## src/rtl/fp_mul_iter_if.sv

```systemverilog
// fp_mul_iter_if: operand/result bundle for the iterative binary32 multiplier.
//   a, b    : operands (binary32)
//   start   : request, honoured when enable=1 and busy=0
//   enable  : global advance; 0 stalls the unit
//   p       : registered product
//   busy    : operation in flight
//   done    : one-cycle completion pulse
// master = controller side, slave = multiplier side.
interface fp_mul_iter_if;
    logic [31:0] a;
    logic [31:0] b;
    logic        start;
    logic        enable;
    logic [31:0] p;
    logic        busy;
    logic        done;

    modport master (
        output a, b, start, enable,
        input  p, busy, done
    );

    modport slave (
        input  a, b, start, enable,
        output p, busy, done
    );
endinterface

```

## src/rtl/fp_mul_iter.sv

```systemverilog
// fp_mul_iter: iterative IEEE-754 single-precision multiplier.
// Shift-add mantissa product, then one normalise/round (RNE) cycle.
// Shares the start/enable/busy/done handshake of the iterative divider.
// Ports:
//   clk : rising-edge clock
//   rst : asynchronous active-high reset
//   bus : fp_mul_iter_if.slave (a, b, start, enable in; p, busy, done out)
// Optional feature: define FMUL_RADIX4_EN to retire two multiplier bits per
// cycle (13-edge latency instead of 25); results are bit-identical.
module fp_mul_iter #(
    parameter int unsigned MANT_W   = 24,
    parameter int unsigned EXP_BIAS = 127
) (
    input  logic         clk,
    input  logic         rst,
    fp_mul_iter_if.slave bus
);

    localparam int unsigned PROD_W = 2 * MANT_W;
    localparam int unsigned FRAC_W = MANT_W - 1;
    localparam int unsigned CNT_W  = 5;
    localparam int unsigned EXP_W  = 10;
`ifdef FMUL_RADIX4_EN
    localparam int unsigned ITERS  = MANT_W / 2;
`else
    localparam int unsigned ITERS  = MANT_W;
`endif
    localparam logic [CNT_W-1:0] LAST_CNT = CNT_W'(ITERS - 1);

    typedef enum logic [1:0] {
        S_IDLE = 2'd0,
        S_CALC = 2'd1,
        S_NORM = 2'd2
    } state_t;

    state_t                   r_state;
    state_t                   w_state_nxt;
    logic [CNT_W-1:0]         r_cnt;
    logic [MANT_W-1:0]        r_ma;
    logic [MANT_W-1:0]        r_mb;
`ifdef FMUL_RADIX4_EN
    logic [MANT_W+1:0]        r_ma3;
`endif
    logic [PROD_W-1:0]        r_acc;
    logic                     r_sign;
    logic signed [EXP_W-1:0]  r_exp_sum;
    logic                     r_spec;
    logic [31:0]              r_spec_val;
    logic [31:0]              r_p;
    logic                     r_busy;
    logic                     r_done;

    logic                     w_load;
    logic                     w_step;
    logic                     w_finish;

    assign bus.p    = r_p;
    assign bus.busy = r_busy;
    assign bus.done = r_done;

    // Operand unpack and special-case classification at the sampling edge
    logic [7:0]        w_ea;
    logic [7:0]        w_eb;
    logic [FRAC_W-1:0] w_fa;
    logic [FRAC_W-1:0] w_fb;
    logic              w_a_nan, w_b_nan, w_a_inf, w_b_inf, w_a_zero, w_b_zero;
    logic              w_sign_in;
    logic              w_spec_in;
    logic [31:0]       w_spec_val_in;

    assign w_ea      = bus.a[30:23];
    assign w_eb      = bus.b[30:23];
    assign w_fa      = bus.a[FRAC_W-1:0];
    assign w_fb      = bus.b[FRAC_W-1:0];
    assign w_a_nan   = (w_ea == 8'hff) && (w_fa != '0);
    assign w_b_nan   = (w_eb == 8'hff) && (w_fb != '0);
    assign w_a_inf   = (w_ea == 8'hff) && (w_fa == '0);
    assign w_b_inf   = (w_eb == 8'hff) && (w_fb == '0);
    // Denormals are flushed, so a zero exponent means zero
    assign w_a_zero  = (w_ea == 8'h00);
    assign w_b_zero  = (w_eb == 8'h00);
    assign w_sign_in = bus.a[31] ^ bus.b[31];

    always_comb begin
        w_spec_in     = 1'b1;
        w_spec_val_in = 32'h0;
        if (w_a_nan || w_b_nan || (w_a_inf && w_b_zero) || (w_b_inf && w_a_zero)) begin
            w_spec_val_in = 32'h7fc0_0000;
        end else if (w_a_inf || w_b_inf) begin
            w_spec_val_in = {w_sign_in, 8'hff, 23'h0};
        end else if (w_a_zero || w_b_zero) begin
            w_spec_val_in = {w_sign_in, 31'h0};
        end else begin
            w_spec_in = 1'b0;
        end
    end

    // Partial product for the current iteration
    logic [PROD_W-1:0] w_pp;
`ifdef FMUL_RADIX4_EN
    logic [1:0] w_digit;
    assign w_digit = 2'(r_mb >> {r_cnt, 1'b0});
    always_comb begin
        w_pp = '0;
        case (w_digit)
            2'd1:    w_pp = PROD_W'(r_ma);
            2'd2:    w_pp = PROD_W'({r_ma, 1'b0});
            2'd3:    w_pp = PROD_W'(r_ma3);
            default: w_pp = '0;
        endcase
        w_pp = w_pp << {r_cnt, 1'b0};
    end
`else
    assign w_pp = r_mb[r_cnt] ? (PROD_W'(r_ma) << r_cnt) : '0;
`endif

    // Normalise and round-to-nearest-even from the finished accumulator
    logic                    w_hi;
    logic [FRAC_W-1:0]       w_frac;
    logic                    w_guard;
    logic                    w_sticky;
    logic                    w_rnd;
    logic [MANT_W-1:0]       w_frac_r;
    logic                    w_carry;
    logic signed [EXP_W-1:0] w_exp_fin;
    logic [31:0]             w_p_norm;

    assign w_hi     = r_acc[PROD_W-1];
    assign w_frac   = w_hi ? r_acc[PROD_W-2 -: FRAC_W] : r_acc[PROD_W-3 -: FRAC_W];
    assign w_guard  = w_hi ? r_acc[MANT_W-1] : r_acc[MANT_W-2];
    assign w_sticky = w_hi ? (|r_acc[MANT_W-2:0]) : (|r_acc[MANT_W-3:0]);
    assign w_rnd    = w_guard & (w_sticky | w_frac[0]);
    assign w_frac_r = {1'b0, w_frac} + MANT_W'(w_rnd);
    // Carry out of the fraction means the significand rounded up to 2.0
    assign w_carry  = w_frac_r[FRAC_W];
    assign w_exp_fin = r_exp_sum + EXP_W'(w_hi) + EXP_W'(w_carry);

    always_comb begin
        w_p_norm = {r_sign, w_exp_fin[7:0], w_frac_r[FRAC_W-1:0]};
        if (r_spec) begin
            w_p_norm = r_spec_val;
        end else if (w_exp_fin >= 10'sd255) begin
            w_p_norm = {r_sign, 8'hff, 23'h0};
        end else if (w_exp_fin <= 10'sd0) begin
            w_p_norm = {r_sign, 31'h0};
        end
    end

    // State register
    always_ff @(posedge clk or posedge rst) begin
        if (rst) begin
            r_state <= S_IDLE;
        end else begin
            r_state <= w_state_nxt;
        end
    end

    // Next-state logic; enable=0 holds the current state
    always_comb begin
        w_state_nxt = r_state;
        if (bus.enable) begin
            case (r_state)
                S_IDLE:  if (bus.start) w_state_nxt = S_CALC;
                S_CALC:  if (r_cnt == LAST_CNT) w_state_nxt = S_NORM;
                S_NORM:  w_state_nxt = S_IDLE;
                default: w_state_nxt = S_IDLE;
            endcase
        end
    end

    // Per-state strobes driving the datapath registers
    always_comb begin
        w_load   = 1'b0;
        w_step   = 1'b0;
        w_finish = 1'b0;
        if (bus.enable) begin
            case (r_state)
                S_IDLE:  w_load   = bus.start;
                S_CALC:  w_step   = 1'b1;
                S_NORM:  w_finish = 1'b1;
                default: ;
            endcase
        end
    end

    // Datapath and registered outputs
    always_ff @(posedge clk or posedge rst) begin
        if (rst) begin
            r_cnt      <= '0;
            r_ma       <= '0;
            r_mb       <= '0;
`ifdef FMUL_RADIX4_EN
            r_ma3      <= '0;
`endif
            r_acc      <= '0;
            r_sign     <= 1'b0;
            r_exp_sum  <= '0;
            r_spec     <= 1'b0;
            r_spec_val <= '0;
            r_p        <= '0;
            r_busy     <= 1'b0;
            r_done     <= 1'b0;
        end else begin
            r_done <= w_finish;
            if (w_load) begin
                r_ma       <= {~w_a_zero, w_fa};
                r_mb       <= {~w_b_zero, w_fb};
`ifdef FMUL_RADIX4_EN
                r_ma3      <= (MANT_W+2)'({~w_a_zero, w_fa}) + (MANT_W+2)'({~w_a_zero, w_fa, 1'b0});
`endif
                r_acc      <= '0;
                r_cnt      <= '0;
                r_sign     <= w_sign_in;
                r_exp_sum  <= EXP_W'(w_ea) + EXP_W'(w_eb) - EXP_W'(EXP_BIAS);
                r_spec     <= w_spec_in;
                r_spec_val <= w_spec_val_in;
                r_busy     <= 1'b1;
            end
            if (w_step) begin
                r_acc <= r_acc + w_pp;
                r_cnt <= r_cnt + CNT_W'(1);
            end
            if (w_finish) begin
                r_p    <= w_p_norm;
                r_busy <= 1'b0;
            end
        end
    end

endmodule

```

## src/flat_wrapper.sv

```systemverilog
// flat-port wrapper written by rule: the top's interface ports become plain ports
module fp_mul_iter_flat 
#(
    parameter int unsigned MANT_W   = 24,
    parameter int unsigned EXP_BIAS = 127
)
  (clk, rst, bus_a, bus_b, bus_start, bus_enable, bus_p, bus_busy, bus_done);
  fp_mul_iter_if bus_i ();
  input  logic clk;
  input  logic rst;
  input wire logic [$bits(bus_i.a)-1:0] bus_a;
  input wire logic [$bits(bus_i.b)-1:0] bus_b;
  input wire logic [$bits(bus_i.start)-1:0] bus_start;
  input wire logic [$bits(bus_i.enable)-1:0] bus_enable;
  output wire logic [$bits(bus_i.p)-1:0] bus_p;
  output wire logic [$bits(bus_i.busy)-1:0] bus_busy;
  output wire logic [$bits(bus_i.done)-1:0] bus_done;
  assign bus_i.a = bus_a;
  assign bus_i.b = bus_b;
  assign bus_i.start = bus_start;
  assign bus_i.enable = bus_enable;
  assign bus_p = bus_i.p;
  assign bus_busy = bus_i.busy;
  assign bus_done = bus_i.done;
  fp_mul_iter #(.MANT_W(MANT_W), .EXP_BIAS(EXP_BIAS)) u_core (.clk(clk), .rst(rst), .bus(bus_i));
endmodule
```

## config.mk

```make
export PLATFORM = sky130hd
export DESIGN_NAME = fp_mul_iter_flat
export DESIGN_NICKNAME = d
export VERILOG_FILES = /design/src/rtl/fp_mul_iter_if.sv /design/src/rtl/fp_mul_iter.sv /design/src/flat_wrapper.sv
export SDC_FILE = /design/constraint.sdc
export NUM_CORES = 1
export LEC_CHECK = 0
export ABC_CLOCK_PERIOD_IN_PS = 16650
export CAP_MARGIN = 30
export CORE_ASPECT_RATIO = 0.75
export CORE_MARGIN = 10
export CORE_UTILIZATION = 34
export DETAILED_ROUTE_END_ITERATION = 8
export MAX_ROUTING_LAYER = met4
export SYNTH_ARGS = -nofsm -noshare
export SYNTH_HDL_FRONTEND = slang
export SYNTH_SLANG_ARGS = --single-unit
```

## constraint.sdc

```tcl
create_clock -name clk -period 16.65 [get_ports clk]
set_input_delay 4.1625 -clock clk [delete_from_list [all_inputs] [get_ports clk]]
set_output_delay 4.1625 -clock clk [all_outputs]
set_load 0.02 [all_outputs]
```

Word level (Yosys, flattened, before mapping)
Index checks and enable logic that the tools add are counted.

cells by class
  multipliers = 0
  $lt $le $gt $ge = 3
  multiplexer cells = 30
  bitwise gates (word level) = 5
  add/sub/neg operators = 7
  equality and inequality tests = 7
  reduce and logical (&&, ||, !) cells = 23
  div/mod/pow operators = 0
  shift operators = 1

operators by type and width
  operator                                                     number
  2-to-1 mux 48 bit                                            3
  2-to-1 mux 32 bit                                            4
  2-to-1 mux 31 bit                                            2
  adder 48 bit                                                 1
  left shift 24 x 5 -> 48 bit                                  1
  logical NOT 23 bit                                           2
  nonzero test 23 bit                                          2
  adder 23 x 1 -> 24 bit                                       1
  2-to-1 mux 23 bit                                            1
  OR reduction 23 bit                                          1
  OR reduction 22 bit                                          1
  adder 10 x 1 -> 10 bit                                       2
  equality test 8 bit (second input constant)                  2
  logical NOT 8 bit                                            2
  2-to-1 mux 1 bit                                             14
  >= comparator 10 x 9 -> 1 bit (second input constant)        1
  <= comparator 10 x 1 -> 1 bit (second input constant)        1
  2-to-1 mux 5 bit                                             2
  subtractor 10 x 7 -> 10 bit (second input constant)          1
  adder 8 x 8 -> 9 bit                                         1
  logical AND 1 bit                                            6
  less-than comparator 5 x 6 -> 1 bit (second input constant)  1
  adder 5 x 1 -> 5 bit (second input constant)                 1
  binary-select mux 1 bit (select 5 bit)                       1
  15 further kinds                                             22

storage, ports and cells
  memories kept = 0
  latch bits = 0
  register bits after elaboration = 181
  word-level logic and storage cells = 88
  memory bits (read-only) = 0
  RAM bits = 0

Depth between registers and ports, before layout
Gate-level depths: netlist (run 1).

  word-level depth = 10
  gate-level depth with buffers = 23

Worst setup path before layout (run 1)
OpenSTA, ideal clock, no wires.

  path kind = input port to flip-flop
  from = in bus_b[23]
  to = reg u_core.r_exp_sum[8]
  data arrival time = 5.957 ns
  slack = 10.611 ns
  stages on the path = 11
  required time = 16.567 ns
  cell sequence = ha_1 fa_1 a21oi_1 nor2_1 nor2_1 o21bai_1 a21oi_1 xnor2_1 a31oi_1 xor2_1 o21ai_0

on the way
  cells in the longest elaborated chain, start to end = 2

ends and longest elaborated chain
  what                         RTL line            source
  start: declaration           flat_wrapper.sv:12  input wire logic [$bits(bus_i.b)-1:0] bus_b;
  adder 8 x 8 -> 9 bit         fp_mul_iter.sv:214  r_exp_sum <= EXP_W'(w_ea) + EXP_W'(w_eb) - EXP_W'(EXP_BIAS);
  subtractor 10 x 7 -> 10 bit  fp_mul_iter.sv:214
  end signal: assignment       fp_mul_iter.sv:214
  end: declaration             fp_mul_iter.sv:46   logic signed [EXP_W-1:0] r_exp_sum;

Every way passes these cells.
A chain may end at the register's enable or synchronous reset.

Worst setup path after layout (run 1)
Ends and elaborated chain as after synthesis.

==> results of run 1 <==
==> how the worst max path moves through the flow <==
stage                    startpoint                   to  slack (ps)  depth (start not counted)
floorplan                       rst      u_core.bus.busy        8390                          1
global placement          bus_b[23]  u_core.r_exp_sum[7]        9970                         12
detailed placement        bus_b[23]  u_core.r_exp_sum[8]        9900                         12
CTS                 u_core.r_cnt[0]     u_core.r_acc[45]       10270                         14
global route              bus_b[23]  u_core.r_exp_sum[8]       10200                         12
finish                    bus_b[23]  u_core.r_exp_sum[8]       10360                         12
==> cell usage after synthesis (30+ instances only) <==
cell,count
clkbuf_1,64
a21oi_1,84
xor2_1,35
ha_1,58
nand2_1,317
xnor2_1,32
nor2_1,118
inv_1,30
dfrtp_1,152
o21ai_0,105
mux2i_1,43
==> state kept, by name, indices dropped and copies added, names as in the netlist <==
register	flops
u_core.bus.busy	1
u_core.bus.done	1
u_core.bus.p	32
u_core.r_acc	48
u_core.r_cnt	5
u_core.r_exp_sum	10
u_core.r_ma	24
u_core.r_mb	24
u_core.r_sign	1
u_core.r_spec	1
u_core.r_spec_val	3
u_core.r_state	2
==> worst max-delay path: cells and delay by family <==
| kind | cells | cell delay [ps] |
|---|---|---|
| AO/OA/AOI/OAI | 5 | 770 |
| XOR/XNOR | 2 | 390 |
| adder cells (fa/ha/maj) | 2 | 660 |
| buffers and inverters | 1 | 470 |
| AND/OR/NAND/NOR | 2 | 190 |
==> report_power, final <==
part / leakage (nW) / switching [W] / total, W / internal [W]
combinational: 3.67 / 0.000552 / 0.000913 / 0.000361
clock: 0.266 / 0.000156 / 0.000368 / 0.000211
sequential: 2.00 / 0.000106 / 0.000555 / 0.000449
==> per-layer routing <==
layer,vias up,share of wire
li1,5220,-
met1,4907,0.53
met2,234,0.41
met3,17,0.050
met4,0,0.0068
met5,-,0
==> final cells by class <==
| cell class | count | area share |
|---|---|---|
| inverters | 33 | 0.00952 |
| multi-input cells | 1164 | 0.544 |
| clock inverters | 9 | 0.00554 |
| repair buffers | 114 | 0.0842 |
| flip-flops and latches | 152 | 0.281 |
| well taps | 450 | 0.0416 |
| clock buffers | 23 | 0.0345 |
==> through the flow <==
step | hold WS [ps] | total power, W | setup slack, ps
6_report | 476 | 0.00184 | 10360
5_1_grt | 485 | 0.00197 | 10200
4_1_cts | 476 | 0.00183 | 10270
3_5_place_dp | 462 | 0.00145 | 9900
3_3_place_gp | 457 | 0.00144 | 9970
2_1_floorplan | 439 | 0.00122 | 8390
==> kinds of logic after synthesis <==
logic type      Yosys count  share of synthesized area
compound gates          368                      0.206
flops                   152                      0.328
mux                      77                     0.0857
fa+ha+maj                61                     0.0678
xor+xnor                 67                     0.0506
buf+inv                 111                     0.0376
simple gates            591                      0.224
==> impl_metrics.ini, run 1 <==
[placement]
io_buffer_count = 101
hpwlAfterDp_mm = 24.8
place_congestion = 0.921
placed_area_um2 = 13000
dp.cells = 1911

[drt]
drt_iter0_drc = 1144
dr_total_vias = 10378
via_per_inst = 5.34
ant_nets = 0
wire_per_inst_um = 16.7
route.detailed.drc = 0
firstDrtPassIters = 5
drt_wl_total_mm = 32.5

[critical_path]
start_kind = input port
path_cells = clkdlybuf4s50_1, ha_1, fa_1, a21oi_1, nor2_1, nor2_1, o21bai_1, a21oi_1, xnor2_1, a31oi_1, xor2_1, o21ai_0
reg2reg_depth = 15
rr_endpoint = u_core.r_acc[45]
cp.arrival_ps = 6660
cp_slowest_stage_delay_ps = 470
criticalPathCategory = input port to register
cp_slowest_cell = clkdlybuf4s50_1
r2r_start = u_core.r_cnt[0]
critPathMaxFanout = 3
crit_path_end_kind = register
worst-endpoint-required_ps = 17010
ff2ff_setup_slack_ps = 10690

[power_and_ir_drop]
power_density_nw_per_um2 = 136
irDropWorstVdd_mv = 0.0725
p_leak_nw = 5.93

[finish]
area_growth_pct = 16.9
fin_nets = 1611
seqCellArea_um2 = 3800
final_cell_mix = nand2_1, dfrtp_1, nor2_1
multiInputGateArea_um2 = 7360
diodes = 0
layout.cells.non_filler = 1945
fillers = 3423
final_design_area_no_fill_um2 = 13500
final_common_cell = nand2_1
drive_gt1_frac = 0.0615
final_util = 0.403

[global_route]
grt_pass1_wl_mm = 53.3
grt_pass1_vias = 9892
met1_usage = 0.242
globalRouteTotalUtil = 0.160
grtUsageMet3 = 0.0264
busiest_layer = met1
globalRouteMet2Util = 0.218
grt_max_degree = 81
grt_overflow = 0
antenna_found_initial = 0

[floorplan]
start_util = 0.345
die_h_um = 180
die_area_um2 = 41900
chipWidth_um = 233
core-area_um2 = 33600
std_cell_rows = 58
io_pins = 102

[clock_tree]
cts_root_buffer = clkbuf_16
clock_sinks = 152
cts_inserted_buffers = 17
clk_pin_slew_ps = 60
ctsResizeCount = 0
cts_buffer_depth = 2
ctsHoldBuffers = 0
cts_tree = yes
clock_latency_ps = 450
htreeDepth = 4
cts_setup_buffers = 0

[yosys]
synth_warnings = 0
synth_ff_type = dfrtp_1
synth.top_cell.area_share = 0.328
synth_edf_count = 0
ys_seq_area_frac = 0.328
synth.distinct_cells = 69
syn_inst = 1427
synth_fp_nets = 1556
ys_top_cells_by_area = dfrtp_1, nand2_1, ha_1, o21ai_0, nor2_1
ys_ff_latch = 152
synthArstFlopShare = 1.00
netlist_area_um2 = 11600
avgSynthCellArea_um2 = 8.12
synth_top_cell_by_area = dfrtp_1

[sta]
worst_pin_slew_ps = 965
hold_viol_final = 0
max_freq_mhz = 159
rsz0062_at_grt = no
finalMaxSlewViolations = 0
setup_tns_ps = 0
fin_crit_ps = 6290
fin_crit_sh = 0.378
slew_headroom = 0.357
setup_viol = 0
clock_skew_ps = 11.7

[min_path]
holdPathStages = 2
min_from = u_core.r_mb[21]
worstHoldEndpoint = u_core.r_mb[21]
hold_class = register to register

[outcome]
status = finished clean

[job]
cap_viol_max_count = 0
(Power assumes the default switching activity.)
==> run 2: changes to the inputs <==
Settings changed: ABC_CLOCK_PERIOD_IN_PS 16650 to 5700.
Clock period 16.65 ns to 5.7 ns, I/O delays scaled along.
==> run 2 against run 1 <==
Sequential share of layout area is 0.20 points lower; setup slack worse by 9800 ps; critical endpoint is now u_core.r_acc[45]; core utilization is 0.30 points higher; register-to-register slack lost 10000 ps; global-route usage rose by 0.57 points; power rose to 3.0 times the previous value; via count increased by 2.1%; sequential power grew to 2.9 times the previous value.
==> impl_metrics.ini, run 2 (synthesis results as in run 1) <==
[critical_path]
cp_slowest_cell = mux4_2
ff2ff_setup_slack_ps = 560
worst-endpoint-required_ps = 6050
critPathMaxFanout = 18
cp.arrival_ps = 5490
path_common_cell = mux4_2
cp_slowest_stage_delay_ps = 530
crit_buf_inv = 0
crit_path_end_kind = register
start_kind = register
criticalPathCategory = register to register
path_cells = mux4_2, mux4_2, nand2_1, and2_1, nor2_1, ha_1, nand4_1, or4_1, o311ai_1, nand3_1, a21oi_2, a21boi_0, o2111a_1, a211o_1
cp_top_family = simple AND/OR/NAND/NOR gates

[sta]
clock_skew_ps = 9.17
setup_tns_ps = 0
finalMaxSlewViolations = 0
setup_viol = 0
fin_crit_sh = 0.903
worst_pin_slew_ps = 942
slew_headroom = 0.372
fin_crit_ps = 5140
rsz0062_at_grt = no
holdWs_ps = 473
max_freq_mhz = 194
hold_viol_final = 0

[finish]
final_cell_mix = nand2_1, dfrtp_1, nor2_1
final_design_area_no_fill_um2 = 13600
diodes = 0
fin_nets = 1621
largest-register = u_core.r_acc
area_growth_pct = 17.7
largest_reg_flops = 48
drive_gt1_frac = 0.0691
final_common_cell = nand2_1

[power_and_ir_drop]
power_density_nw_per_um2 = 404
irDropWorstVdd_mv = 0.217
p_total_w = 0.00551
p_leak_nw = 5.99

[placement]
hpwlAfterDp_mm = 26.0
place_congestion = 0.992
io_buffer_count = 101
placed_area_um2 = 13100

[drt]
drt_iter0_drc = 997
wire_per_inst_um = 17.3
drt_wl_total_mm = 33.8
firstDrtPassIters = 5
via_per_inst = 5.42
route.detailed.drc = 0
ant_nets = 0
dr_total_vias = 10592

[floorplan]
std_cell_rows = 58
start_util = 0.345
core-area_um2 = 33600
chipWidth_um = 233
die_h_um = 180
io_pins = 102
die_area_um2 = 41900

[global_route]
grt_pass1_wl_mm = 54.8
grt_pass1_vias = 10042
grt_max_degree = 90
grt_overflow = 0
antenna_found_initial = 0
globalRouteTotalUtil = 0.165

[clock_tree]
htreeDepth = 4
clock_latency_ps = 460
cts_tree = yes
clock_sinks = 152
cts_root_buffer = clkbuf_16
cts_inserted_buffers = 17
cts_buffer_depth = 2
clk_pin_slew_ps = 70

[min_path]
hold_class = register to register

[job]
cap_viol_max_count = 0

[outcome]
status = finished clean
-- run 2: changes by cell type in the layout (fill, tap and decap cells not counted), sizes merged --
cell / delta
buf: +10
clkbuf: +2
clkinv: -3
-- run 2: tightest hold or removal path, cell delays in order (launching register included) --
cell and delay [ps]:
dfrtp_1 340, nand2_1 50, nand2_1 50
-- run 2: timing repair --
action                                  4_1_cts  5_1_grt
buffers inserted                              0        0
gates resized for setup                       0        1
hold buffers                                  0        0
endpoints found under the setup margin        0        1
-- run 2: cell type report --
cell class                 count  area (um2)
timing repair buffer         124        1200
sequential                   152        3810
clock buffer                  25         515
multi-input combinational   1164        7360
clock inverter                 6        63.8
tap                          450         563
inverter                      33         129
fill                        3389       20000
-- run 2: worst paths after layout --
| check | startpoint | end | depth (start not counted) |
|---|---|---|---|
| worst max-delay path | u_core.r_cnt[0] | u_core.r_acc[45] | 14 |
| worst min-delay path | u_core.r_mb[13] | u_core.r_mb[13] | 2 |
| worst max register to register | u_core.r_cnt[0] | u_core.r_acc[45] | 14 |
| worst min register to register | u_core.r_mb[13] | u_core.r_mb[13] | 2 |
| max in group asynchronous | rst | u_core.r_ma[6] | 4 |
| min in group asynchronous | rst | u_core.bus.p[31] | 2 |
-- run 2: where the power goes --
group | leakage, nW | internal [W] | switching, W
combinational | 3.71 | 0.00108 | 0.00166
clock | 0.281 | 0.000666 | 0.000466
sequential | 2.00 | 0.00131 | 0.000324
total | 5.99 | 0.00306 | 0.00245
-- run 2: per-stage QoR --
step / cells / setup slack [ps] / util
finish: 1954 / 555 / 0.406
global route: 1954 / 118 / 0.406
CTS: 1954 / 463 / 0.406
detailed placement: 1923 / 516 / 0.389
global placement: 1922 / 637 / 0.388
floorplan: 1427 / 182 / -
-- run 2: routing by layer --
metal / vias up / share of wire / track usage
met2: 326 / 0.40 / 0.219
met3: 32 / 0.074 / 0.0433
met1: 4991 / 0.51 / 0.242
met4: 0 / 0.013 / 0.0410
li1: 5243 / - / -
met5: - / 0 / -
==> run 3: changes to the inputs <==
==> constraint.sdc (replaced) <==
create_clock -name clk -period 5.7 [get_ports clk]
set_input_delay 0.855 -clock clk [delete_from_list [all_inputs] [get_ports clk]]
set_output_delay 0.855 -clock clk [all_outputs]
set_load 0.02 [all_outputs]
==> run 3 against run 2 <==
Critical endpoint is now u_core.bus.p[11]; core utilization is essentially flat; final cell count is essentially flat; setup slack lost 62 ps; combinational power is essentially flat; critical path depth grew 5; cell area is essentially flat; via count shrank 0.86%; critical path type unchanged; sequential share of layout area is essentially flat; highest routed layer unchanged; die area is the same; sequential cell count is the same; non-clock buffer count is the same.
==> impl_metrics.ini, run 3 (synthesis results as in run 1) <==
[drt]
ant_nets = 0
wire_per_inst_um = 17.1
route.detailed.drc = 0
drt_wl_total_mm = 33.4
firstDrtPassIters = 6
dr_total_vias = 10501
via_per_inst = 5.37
drt_iter0_drc = 1108

[sta]
holdWs_ps = 475
finalMaxSlewViolations = 0
setup_tns_ps = 0
max_freq_mhz = 192
clock_skew_ps = 6.56
fin_crit_sh = 0.913
slew_headroom = 0.359
setup_viol = 0
fin_crit_ps = 5210
hold_viol_final = 0
rsz0062_at_grt = no
worst_pin_slew_ps = 961

[critical_path]
crit_path_end_kind = register
cp_slowest_cell = dfrtp_1
worstSetupStartpoint = u_core.r_acc[47]
cp_slowest_stage_delay_ps = 760
path_common_cell = buf_4
cp.arrival_ps = 5600
worst-endpoint-required_ps = 6090
cp_top_family = simple AND/OR/NAND/NOR gates
path_cells = buf_4, buf_4, a21oi_1, or2_2, or3_4, nor3b_4, o211ai_2, nand3b_1, fa_1, nor2b_1, nand2_1, nor3_1, and3b_1, o21bai_1, nor3b_2, buf_4, o31ai_1, a31oi_1, a21o_1
critPathMaxFanout = 23
criticalPathCategory = register to register
r2r_start = u_core.r_acc[47]
start_kind = register
crit_buf_inv = 3

[min_path]
min_from = u_core.r_mb[19]
hold_class = register to register

[floorplan]
chipWidth_um = 233
core-area_um2 = 33600
std_cell_rows = 58
die_h_um = 180
die_area_um2 = 41900
io_pins = 102
start_util = 0.345

[clock_tree]
clock_latency_ps = 450
cts_inserted_buffers = 17
cts_tree = yes
cts_setup_buffers = 0
clock_sinks = 152
cts_root_buffer = clkbuf_16
ctsResizeCount = 0
ctsHoldBuffers = 0
cts_buffer_depth = 2
clk_pin_slew_ps = 60
htreeDepth = 4

[power_and_ir_drop]
power_density_nw_per_um2 = 401
p_seq_frac = 0.296
p_total_w = 0.00547
switching_power_w = 0.00243
irDropWorstVdd_mv = 0.194
p_clk_frac = 0.205
p_comb_frac = 0.499
p_leak_nw = 6.00
swShare = 0.444
p_int_w = 0.00304

[finish]
final_cell_mix = nand2_1, dfrtp_1, nor2_1
largest_reg_flops = 48
area_growth_pct = 17.7
fin_nets = 1621
diodes = 0
largest-register = u_core.r_acc
final_common_cell = nand2_1
drive_gt1_frac = 0.0704

[global_route]
antenna_found_initial = 0
grt_pass1_vias = 10027
grt_overflow = 0
globalRouteTotalUtil = 0.163
grt_pass1_wl_mm = 54.2
grt_max_degree = 94

[placement]
place_congestion = 0.985
hpwlAfterDp_mm = 26.0
io_buffer_count = 101

[job]
cap_viol_max_count = 0

[outcome]
status = finished clean
[run 3: cell count changes in the layout (fill, tap and decap cells not counted)]
cell	before	now
clkbuf_1	2	0
clkbuf_8	6	4
clkinv_2	2	5
clkinv_4	1	2
dfrtp_1	150	151
dfrtp_2	2	1
inv_6	1	2
[run 3: routing by layer]
metal  up-vias  track usage  share of wire
met5         -            -              0
met4         0       0.0363          0.011
met3        27       0.0385          0.059
met2       266        0.216           0.40
met1      4964        0.242           0.53
li1       5244            -              -
[run 3: layout make-up]
type                    instances  area [um2]
clock buffers                  21         480
clock inverters                11        96.3
fillers                      3388       20000
inverters                      33         129
multi-input cells            1164        7360
flip-flops and latches        152        3800
well taps                     450         563
repair buffers                124        1200
[run 3: per-stage QoR]
| step | worst slack, ps | utilization | cells | area, um2 |
|---|---|---|---|---|
| 6_report | 493 | 0.406 | 1955 | 13600 |
| 5_1_grt | 33.0 | 0.406 | 1955 | 13600 |
| 4_1_cts | 479 | 0.406 | 1955 | 13600 |
| 3_5_place_dp | 524 | 0.389 | 1923 | 13100 |
| 3_3_place_gp | 639 | 0.388 | 1922 | 13000 |
| 2_1_floorplan | 752 | - | 1427 | 11600 |
[run 3: path summary, 6_finish.rpt]
kind                                    end  slack [ps]  cells past startpoint
hold reg to reg             u_core.r_mb[19]         470                      2
min in group asynchronous  u_core.bus.p[18]         720                      2
hold / removal              u_core.r_mb[19]         470                      2
setup / recovery           u_core.bus.p[11]         490                     19
setup reg to reg           u_core.bus.p[11]         490                     19
max in group asynchronous  u_core.r_acc[17]        3700                      4
[run 3: power by group through the flow]
stage / Sequential (W) / Clock, W / Combinational (W)
6_report: 0.00162 / 0.00112 / 0.00273
5_1_grt: 0.00166 / 0.00120 / 0.00303
4_1_cts: 0.00161 / 0.00115 / 0.00269
3_5_place_dp: 0.00163 / 0 / 0.00268
3_3_place_gp: 0.00163 / 0 / 0.00267
2_1_floorplan: 0.00150 / 0 / 0.00206
[run 3: worst register-to-register path, cell delays in order (launching register included)]
cell and delay, ps:
dfrtp_1 760, buf_4 280, buf_4 250, a21oi_1 130, or2_2 290, or3_4 370
nor3b_4 270, o211ai_2 160, nand3b_1 200, fa_1 460, nor2b_1 360, nand2_1 90
nor3_1 290, and3b_1 220, o21bai_1 160, nor3b_2 190, buf_4 270, o31ai_1 130
a31oi_1 180, a21o_1 100
==> edit 1: new RTL, settings of run 3 <==
Build with the macro `FMUL_RADIX4_EN` defined.
--- a/src/rtl/fp_mul_iter.sv
+++ b/src/rtl/fp_mul_iter.sv
@@ -8,4 +8,6 @@
 // Optional feature: define FMUL_RADIX4_EN to retire two multiplier bits per
 // cycle (13-edge latency instead of 25); results are bit-identical.
+`define FMUL_RADIX4_EN
+
 module fp_mul_iter #(
     parameter int unsigned MANT_W   = 24,
Function: same outputs for any inputs over 10 cycles, from zero or initial values and one cycle with rst high; that may be too few to reach the edited logic, so the function may still have changed.
==> edit 1 against run 3 <==
  * Synthesized area rose by 21%
  * Worst hold slack improved by 2.5 ps
  * Cell area up 25%
  * Non-clock buffer count rose by 67
  * Sequential cell count up 25
  * Wire length is 27% higher
  * Worst setup slack got worse by 310 ps
  * Critical endpoint is now u_core.r_acc[40]
Power is not compared: it rests on default switching activity, and its combinational part moved more than twofold at a synthesized area within 25%.
==> edit 1: results (changes against run 3) <==
| Metric | Value |
|---|---|
| Status | finished clean |
| Cell total after placement | 2335 (+21%) |
| Syn avg cell area | 8.101 um2 (-0.25%) |
| FF+latch area | 4433 um2 (+17%) |
| Largest net degree at the start of global routing | 104 (+11%) |
| Fill count | 4057 (+20%) |
| Clkbuf count | 18 (-14%) |
| Post-DP HPWL | 32180 um (+24%) |
| Signal buffers share of area | 0.1035 (+0.01522) |
| Global-route usage over all layers | 0.1723 (+0.009166) |
| 1st-iter DRT viols | 1129 (+1.9%) |
| Yosys reg bits | 177 (+16%) |
| Final GP Congestion | 0.9678 (-1.7%) |
| Share of layout cells above drive strength 1 | 0.1101 (+0.03966) |
| Non-CTS buffers | 191 (+54%) |
| Worst slew margin | 0.4013 (+0.04211) |
| Post-synth top cells | nand2_1, dfrtp_1, o21ai_0 |
| Clk_skew | 15.17 ps (+8.612 ps) |
| Global-route wire length before repair | 68050 um (+26%) |
| Non-clk invs | 57 (+73%) |
| WL per Instance | 17.72 um (+3.7%) |
| WP data arrival | 5850 ps (+250 ps) |
| Hold Path Origin | u_core.bus.busy |
| Area of the multi-input gates | 9354 um2 (+27%) |
| Worst path slowest cell | mux4_2 |
| Multi-input gate count | 1405 (+21%) |
| Via count | 13020 (+24%) |
-- edit 1: cell types whose count changed in the layout (fill, tap and decap cells not counted), moves of 15 or more --
cell,delta
buf_4,+58
o21ai_0,+38
ha_1,+33
o21ai_1,+27
inv_1,+26
nor2_1,-25
dfrtp_1,+23
a21oi_1,+22
mux2i_1,+18
xnor2_1,+18
xor2_1,+17
a31oi_1,-16
nand2b_1,+15
-- edit 1: path summary, 6_finish.rpt --
check / to / slack [ps] / cells after the start
setup / recovery: u_core.r_acc[40] / 180 / 25
hold / removal: u_core.bus.busy / 480 / 2
setup reg to reg: u_core.r_acc[40] / 180 / 25
hold reg to reg: u_core.bus.busy / 480 / 2
max in group asynchronous: u_core.r_ma3[8] / 3950 / 4
min in group asynchronous: u_core.r_exp_sum[4] / 660 / 2
-- edit 1: timing repair --
item                       in CTS  in global routing
cloned                          0                  3
gates resized for setup         4                 69
pin swaps                       1                 24
buffers inserted                2                 16
setup endpoints to repair       5                 39
-- edit 1: report_power, final --
part	internal (mW)	switching [mW]	total, mW	leakage, nW
sequential	1.77	0.580	2.34	2.26
combinational	3.47	4.47	7.93	4.99
clock	0.660	0.558	1.22	0.285
-- edit 1: per-layer routing --
layer / up-vias / part of all wire / track usage
met5: - / 0 / -
met4: 0 / 0.0076 / 0.02700
met3: 21 / 0.065 / 0.03447
met2: 334 / 0.42 / 0.2464
met1: 6239 / 0.51 / 0.2495
li1: 6423 / - / -
-- edit 1: cells by family (layout without fill, tap and decap cells) --
logic type,count (synthesis),in the layout,share of synthesized area
compound gates,486,486,0.2153
xor+xnor,102,102,0.06386
fa+ha+maj,99,99,0.09069
buf+inv,146,280,0.04043
flops,177,177,0.3166
mux,85,86,0.06994
simple gates,632,632,0.2032
-- edit 1: worst max-delay path: cells and delay by family, from the launching register on --
| kind | cells | cell delay [ps] |
|---|---|---|
| adders and majority gates | 1 | 270 |
| and+or+nand+nor | 2 | 120 |
| xor gates and xnor gates | 1 | 190 |
| AOI/OAI and AO/OA | 14 | 2780 |
| buffers and inverters | 3 | 420 |
| muxes | 4 | 1120 |
| DFF | 1 | 480 |
-- edit 1: metrics by stage --
step           hold WS [ps]  total power [mW]  cell area [um2]  setup WS [ps]  setup TNS [ps]
2_1_floorplan         440.3             7.173            13990          43.09               0
3_3_place_gp          457.8             9.316            15860         -128.7          -206.2
3_5_place_dp          464.7             9.356            15870         -98.46          -135.3
4_1_cts               482.2             10.68            16500          2.142               0
5_1_grt               505.1             12.41            17030         -88.90          -287.1
6_report              477.2             11.49            17030          178.6               0
==> edit 2: new RTL, settings of run 3 <==
Made on the original files. Re-encode `state_t` (3 states) as one-hot, 3 bits wide.
--- a/src/rtl/fp_mul_iter.sv
+++ b/src/rtl/fp_mul_iter.sv
@@ -28,8 +28,8 @@
     localparam logic [CNT_W-1:0] LAST_CNT = CNT_W'(ITERS - 1);
 
-    typedef enum logic [1:0] {
-        S_IDLE = 2'd0,
-        S_CALC = 2'd1,
-        S_NORM = 2'd2
+    typedef enum logic [2:0] {
+        S_IDLE = 3'b001,
+        S_CALC = 3'b010,
+        S_NORM = 3'b100
     } state_t;
 
Function: no difference found for any inputs over 10 cycles, from zero or initial values and one cycle with rst high; not proved beyond that.
==> edit 2 against run 3 <==
  * Worst setup slack better by 160 ps
  * Clock power is 5% higher
  * Synthesized area is 6.8% higher
  * Sequential cell count is 1 higher
  * Synthesized cell count is 8.8% higher
  * Non-clock buffer count is 3 lower
  * Die area is 6.1% higher
  * Maximum frequency is 3.2% higher
  * Combinational power is 4% lower
  * Count of clock-buffer cells in the layout is 3 lower
  * Power is 0.47% higher
  * Wire length is 11% higher
  * Worst hold slack hardly changed
  * Cell area is 4.8% higher
  * Highest routed layer unchanged
==> edit 2: results (changes against run 3) <==
| Metric | Value |
|---|---|
| Cell total after placement | 2047 (+6.4%) |
| Hold Path Origin | u_core.bus.p[11] |
| Global-route wire length before repair | 60450 um (+12%) |
| Reg2reg end | u_core.r_acc[43] |
| Post-Route WL | 37230 um (+11%) |
| Largest net degree at the start of global routing | 90 (-4.3%) |
| Worst Setup SP | u_core.r_cnt[0] |
| Worst slew margin | 0.4040 (+0.04479) |
| Reg2reg setup slack | 650 ps (+160 ps) |
| Number of global-route vias before repair | 11010 (+9.8%) |
| Worst path slowest cell | and2_1 |
| Syn Nets | 1682 (+8.1%) |
| Leading post-synthesis cells by cell area | dfrtp_1, nand2_1, ha_1 |
| Post-synth top cells | nand2_1, dfrtp_1, nor2_1 |
| Global-route usage over all layers | 0.1741 (+0.01098) |
| Max stage delay on crit path | 610 ps (-150 ps) |
| Min-Delay Endpoint | u_core.bus.p[11] |
| Maximum vdd drop | 297.0 uV (+53%) |
| WL per Instance | 17.91 um (+4.8%) |
| Syn avg cell area | 7.977 um2 (-1.8%) |
| Worst r2r path cells | 14 (-5) |
| R2r startpoint | u_core.r_cnt[0] |
| Clk_skew | 10.47 ps (+3.909 ps) |
| Switching part of the total power | 0.4470 (+0.002531) |
| LEAKAGE | 6.057 nW (+0.98%) |
| Status | finished clean |
-- edit 2: cell count changes in the layout (fill, tap and decap cells not counted), sizes merged, moves of 8 or more --
| cell | before | now |
|---|---|---|
| nand2 | 317 | 348 |
| nand3 | 29 | 50 |
| a22o | 18 | 3 |
| o31ai | 6 | 21 |
| o21ai | 106 | 119 |
| mux2i | 43 | 32 |
| nand4 | 21 | 32 |
| o21a | 3 | 13 |
| o41ai | 0 | 10 |
| inv | 31 | 39 |
-- edit 2: cell type report --
class,instances,area share
multi-input combinational,1273,0.5591
tap,465,0.04070
clock buffer,18,0.03002
inverter,35,0.009541
clock inverter,14,0.01138
timing repair buffer,121,0.08123
sequential,153,0.2680
-- edit 2: critical path: cells and delay by family, from the launching register on --
kind                       cells  cell delay, ps
AOI/OAI and AO/OA              3            1030
muxes                          2            1020
and+or+nand+nor                7            1790
buffers and inverters          1             170
DFF                            1             480
adders and majority gates      1             440
-- edit 2: metrics by stage --
step | utilization | setup slack, ps | hold slack (ps) | cell area (um2) | power, mW
2_1_floorplan | - | 725.2 | 436.9 | 12380 | 3.549
3_3_place_gp | 0.3818 | 901.8 | 459.8 | 13700 | 4.277
3_5_place_dp | 0.3818 | 795.8 | 466.9 | 13700 | 4.298
4_1_cts | 0.3983 | 677.8 | 483.2 | 14290 | 5.506
5_1_grt | 0.3983 | 329.6 | 500.2 | 14290 | 5.928
6_report | 0.3983 | 653.7 | 474.6 | 14290 | 5.497
-- edit 2: power groups by stage --
| stage | sequential, mW | clock [mW] | combinational, mW |
|---|---|---|---|
| 3_3_place_gp | 1.71 | 0 | 2.57 |
| 3_5_place_dp | 1.71 | 0 | 2.59 |
| 4_1_cts | 1.70 | 1.20 | 2.61 |
| 5_1_grt | 1.75 | 1.25 | 2.93 |
| 6_report | 1.70 | 1.18 | 2.62 |
| 2_1_floorplan | 1.56 | 0 | 1.99 |
-- edit 2: layer usage --
layer  GRT usage  part of all wire  vias to the layer above  wire length (um)
li1            -                 -                     5676                 -
met1      0.2453              0.51                     5509             19130
met2      0.2488              0.42                      305             15480
met3     0.03787             0.057                       43              2134
met4     0.04015             0.013                        0               493
met5           -                 0                        -                 0
-- edit 2: cells by family after synthesis --
| kind of cell | after synthesis | synth area share |
|---|---|---|
| buf+inv | 126 | 0.04629 |
| compound gates | 398 | 0.2128 |
| fa+ha+maj | 62 | 0.06448 |
| simple gates | 680 | 0.2471 |
| flops | 153 | 0.3093 |
| xor+xnor | 61 | 0.04315 |
| mux | 72 | 0.07681 |
